===== src/rtl/serial_subtractor_8bit.sv =====
// Bit-serial subtractor: d = a - b - b_in, one bit per clock, LSB first.
// Define SUB_OVF_EN to add the registered signed-overflow output ovf.
module serial_subtractor_8bit #(
    parameter int WIDTH = 8
) (
    input  logic             clk,
    input  logic             rst,
    input  logic             start,
    input  logic [WIDTH-1:0] a,
    input  logic [WIDTH-1:0] b,
    input  logic             b_in,
    output logic             busy,
    output logic             done,
    output logic [WIDTH-1:0] d,
`ifdef SUB_OVF_EN
    output logic             borrow,
    output logic             ovf
`else
    output logic             borrow
`endif
);

    localparam int CW = $clog2(WIDTH);
    localparam logic [CW-1:0] LAST = CW'(WIDTH - 1);

    typedef enum logic [1:0] {
        IDLE,
        RUN,
        DONE
    } state_t;

    state_t           state_q, state_d;
    logic [WIDTH-1:0] sa_q, sa_d;
    logic [WIDTH-1:0] sb_q, sb_d;
    logic [WIDTH-2:0] sd_q, sd_d;
    logic [WIDTH-1:0] d_q, d_d;
    logic [CW-1:0]    cnt_q, cnt_d;
    logic             br_q, br_d;
    logic             borrow_q, borrow_d;
    logic             busy_q, busy_d;
    logic             done_q, done_d;
    logic             x;
    logic [WIDTH-1:0] shifted;

`ifdef SUB_OVF_EN
    logic [1:0] msb_q, msb_d;
    logic       ovf_q, ovf_d;
`endif

    assign x = sa_q[0] ^ sb_q[0] ^ br_q;
    // sd holds the upper WIDTH-1 bits seen so far; x completes the word.
    assign shifted = {x, sd_q};

    always_comb begin
        state_d  = state_q;
        sa_d     = sa_q;
        sb_d     = sb_q;
        sd_d     = sd_q;
        d_d      = d_q;
        cnt_d    = cnt_q;
        br_d     = br_q;
        borrow_d = borrow_q;
        busy_d   = busy_q;
        done_d   = 1'b0;
`ifdef SUB_OVF_EN
        msb_d    = msb_q;
        ovf_d    = ovf_q;
`endif
        unique case (state_q)
            IDLE: begin
                if (start) begin
                    state_d = RUN;
                    busy_d  = 1'b1;
                    sa_d    = a;
                    sb_d    = b;
                    br_d    = b_in;
                    cnt_d   = '0;
                    sd_d    = '0;
`ifdef SUB_OVF_EN
                    msb_d   = {a[WIDTH-1], b[WIDTH-1]};
`endif
                end
            end
            RUN: begin
                sa_d  = sa_q >> 1;
                sb_d  = sb_q >> 1;
                br_d  = (~sa_q[0] & sb_q[0])
                      | (~(sa_q[0] ^ sb_q[0]) & br_q);
                sd_d  = shifted[WIDTH-1:1];
                cnt_d = cnt_q + 1'b1;
                if (cnt_q == LAST) begin
                    state_d  = DONE;
                    d_d      = shifted;
                    borrow_d = br_d;
                    done_d   = 1'b1;
`ifdef SUB_OVF_EN
                    ovf_d    = (msb_q[1] ^ msb_q[0])
                             & (x ^ msb_q[1]);
`endif
                end
            end
            DONE: begin
                state_d = IDLE;
                busy_d  = 1'b0;
            end
            default: begin
                state_d = IDLE;
                busy_d  = 1'b0;
            end
        endcase
    end

    always_ff @(posedge clk or posedge rst) begin
        if (rst) begin
            state_q  <= IDLE;
            sa_q     <= '0;
            sb_q     <= '0;
            sd_q     <= '0;
            d_q      <= '0;
            cnt_q    <= '0;
            br_q     <= 1'b0;
            borrow_q <= 1'b0;
            busy_q   <= 1'b0;
            done_q   <= 1'b0;
        end else begin
            state_q  <= state_d;
            sa_q     <= sa_d;
            sb_q     <= sb_d;
            sd_q     <= sd_d;
            d_q      <= d_d;
            cnt_q    <= cnt_d;
            br_q     <= br_d;
            borrow_q <= borrow_d;
            busy_q   <= busy_d;
            done_q   <= done_d;
        end
    end

`ifdef SUB_OVF_EN
    always_ff @(posedge clk or posedge rst) begin
        if (rst) begin
            msb_q <= '0;
            ovf_q <= 1'b0;
        end else begin
            msb_q <= msb_d;
            ovf_q <= ovf_d;
        end
    end

    assign ovf = ovf_q;
`endif

    assign busy   = busy_q;
    assign done   = done_q;
    assign d      = d_q;
    assign borrow = borrow_q;

endmodule


===== config.mk =====
export PLATFORM = sky130hd
export DESIGN_NAME = serial_subtractor_8bit
export DESIGN_NICKNAME = d
export VERILOG_FILES = /design/src/rtl/serial_subtractor_8bit.sv
export SDC_FILE = /design/constraint.sdc
export NUM_CORES = 1
export LEC_CHECK = 0
export ABC_AREA = 1
export CAP_MARGIN = 10
export CORE_MARGIN = 10
export CORE_UTILIZATION = 57
export DETAILED_ROUTE_END_ITERATION = 16
export PLACE_DENSITY = 0.87
export SLEW_MARGIN = 20
export SYNTH_ARGS = -nofsm -noshare
export SYNTH_HDL_FRONTEND = slang
export SYNTH_SLANG_ARGS = --single-unit
export TNS_END_PERCENT = 5

===== constraint.sdc =====
create_clock -name clk -period 3.4 [get_ports clk]
set_input_delay 0.68 -clock clk [delete_from_list [all_inputs] [get_ports clk]]
set_output_delay 0.68 -clock clk [all_outputs]
set_load 0.01 [all_outputs]

==> results.cfg <==
[run_status]
status = finished, final reports clean

[clock_tree]
cts_setup_buffers = 0
cts_root_buf = clkbuf_4
numClockSinks = 40
cts_hold_buffers = 0
ctsResizeCount = 0
h-tree-depth = 2
path_clk_slew_ps = 120
cts_tree = done
numCtsBuffers = 5
clk_latency_ps = 350
cts_buffer_depth = 2

[timing]
rsz0062_at_grt = false
finalCritPeriodShare_pct = 57.3
tns_ps = 0
finalMaxSlewViolations = 0
min_period_ps = 1950
slew_headroom_pct = 55.5
hold_viol = 0
setup-violations-final = 0
worstMarginPinSlew_ps = 668
skew_ps = 6.18
fmax_mhz = 513

[pwr]
p_comb_share_pct = 41.9
p_leak_uw = 0.00122
p_sw_share_pct = 38.4
intPower_uw = 1290
p_per_area_nw_per_um2 = 895
finalPower_uw = 2090
clock_power_share_pct = 18.1
p_switching_uw = 804
seqPwrFrac_pct = 40.0
vdd_ir_drop_max_mv = 0.523

[cells_and_area]
stdcell_count = 298
antenna_cells = 0
finalNetCount = 275
area_growth_pct = 19.5
final_util_pct = 70.1
layout-drive-gt1-share_pct = 11.9
final_area_sq_um = 2340

[placed_design]
routabilityCongestion = 0.777
placed_area_sq_um = 2240
io_buffers = 30
placed_cells = 291
dp_hpwl_mm = 2.68

[min_path]
worstHoldStart = sd_q[5]$_DFFE_PP0P_
hold_depth = 2
holdCritPathClass = register to register
hold_end = sd_q[4]$_DFFE_PP0P_

[run]
maxCapViolCount = 0

[routing]
num_vias = 1497
postRouteWirelength_mm = 3.86
vias_per_cell = 5.02
wl_per_cell_um = 12.9
firstDrtPassIters = 4
drt_iter0_markers = 129
drc = 0
ant_nets = 0

[worst_setup_path]
required_ps = 2720
reg2reg_to = sa_q[3]$_DFFE_PP0P_
cp_top_family = buffers and inverters
r2r_start = state_q[0]$_DFFE_PP0P_
reg2reg_depth = 4
endpoint_kind = primary output
start_kind = register
cp_cell_sequence = clkdlybuf4s50_1
critical_path_class = register to primary output
reg2reg_slack_ps = 1630
crit_buf_inv = 1
critPathMaxFanout = 2
cpMaxStageDelayCell = clkdlybuf4s50_1
max_stage_delay_ps = 550
arrival_ps = 1270

[logic_synthesis]
syn_avg_cell_area_sq_um = 8.74
syn_nets = 247
synth_area_sq_um = 1960
synth-seq-cells = 40
synth_cell_types = 19
ys_warn_count = 0
syn_inst = 224
yosysSeqAreaShare_pct = 51.1

[global_route]
track_usage_pct = 13.6
first_global_vias = 1520
overflow = 0
grt_pass1_wl_mm = 6.96
grt_max_degree = 34
grt_antenna_before_repair = 0

[floorplan]
core_sq_um = 3340
fp.dieH_um = 78.6
die_w_um = 78.6
start_util_pct = 58.7
dieArea_sq_um = 6180
ioPinCount = 31
std_cell_rows = 21
layout make-up:
| type | instances | area, sq um |
|---|---|---|
| flip-flops and latches | 40 | 1000 |
| fillers | 274 | 997 |
| multi-input cells | 131 | 708 |
| repair buffers | 32 | 315 |
| inverters | 42 | 160 |
| clock inverters | 2 | 60.1 |
| well taps | 46 | 57.6 |
| clock buffers | 5 | 37.5 |
placed cells by master (no fill, tap or decap), drive strengths merged:
cell type,count
nand3,46
ha,2
nand2,59
dfrtp,40
buf,2
fa,1
nor2,3
a21oi,1
clkbuf,5
clkdlybuf4s50,30
inv,42
nand4,1
bufinv,2
o21ai,18
layer usage:
metal  up-vias  wire length, um  GRT usage (%)
met1       697             1650           16.6
met4         0               51           4.48
met2        41             1910           21.6
met5         -                0              0
li1        752                -              -
met3         7              250           5.13
cells in the mapped netlist:
library cell	instances	area, sq um
buf_2	2	10.0
nand3_1	46	230
buf_4	6	45.0
ha_1	2	25.0
nand2_1	55	206
nand2_4	3	33.8
nand2_8	1	20.0
inv_1	40	150
inv_2	1	3.75
dfrtp_1	40	1000
nor2_4	1	11.3
inv_4	1	6.26
fa_1	1	20.0
buf_6	3	33.8
o21ai_2	13	114
nor2_1	2	7.51
nand4_1	1	6.26
a21oi_2	1	8.76
o21ai_0	5	25.0
how the worst max path moves through the flow:
stage	slack, ps	depth (start not counted)	from	end
after global placement	1470	4	start	sd_q[4]$_DFFE_PP0P_
final	1450	1	d[6]$_DFFE_PP0P_	d[6]
after global routing	1380	1	d[6]$_DFFE_PP0P_	d[6]
after CTS	1420	1	d[6]$_DFFE_PP0P_	d[6]
after floorplan	1800	1	rst	borrow$_DFFE_PP0P_
after detailed placement	1380	5	start	sa_q[3]$_DFFE_PP0P_
registers in the layout, summed over array words and instances, names as in the netlist:
| register | count |
|---|---|
| state_q | 2 |
| sd_q | 7 |
| br_q | 1 |
| cnt_q | 3 |
| busy | 1 |
| sa_q | 8 |
| d | 8 |
| done | 1 |
| borrow | 1 |
| sb_q | 8 |
kinds of logic after synthesis:
| family | after synthesis | synth area share (%) |
|---|---|---|
| AOI/OAI and AO/OA | 19 | 7.54 |
| adders and majority gates | 3 | 2.30 |
| buffers and inverters | 53 | 12.7 |
| and+or+nand+nor | 109 | 26.3 |
| DFF | 40 | 51.1 |
power groups by stage:
stage	combinational (uW)	sequential [uW]	clock, uW
after floorplan	688	819	0
after global placement	848	834	0
after detailed placement	885	843	0
after CTS	893	838	383
after global routing	1010	871	407
final	877	838	379
metrics by stage:
step | hold slack (ps) | setup slack [ps]
detailed placement | 467 | 1380
CTS | 489 | 1420
finish | 491 | 1450
floorplan | 453 | 1800
global placement | 463 | 1470
global route | 517 | 1380
No activity file was read; power rests on OpenSTA's default activity.
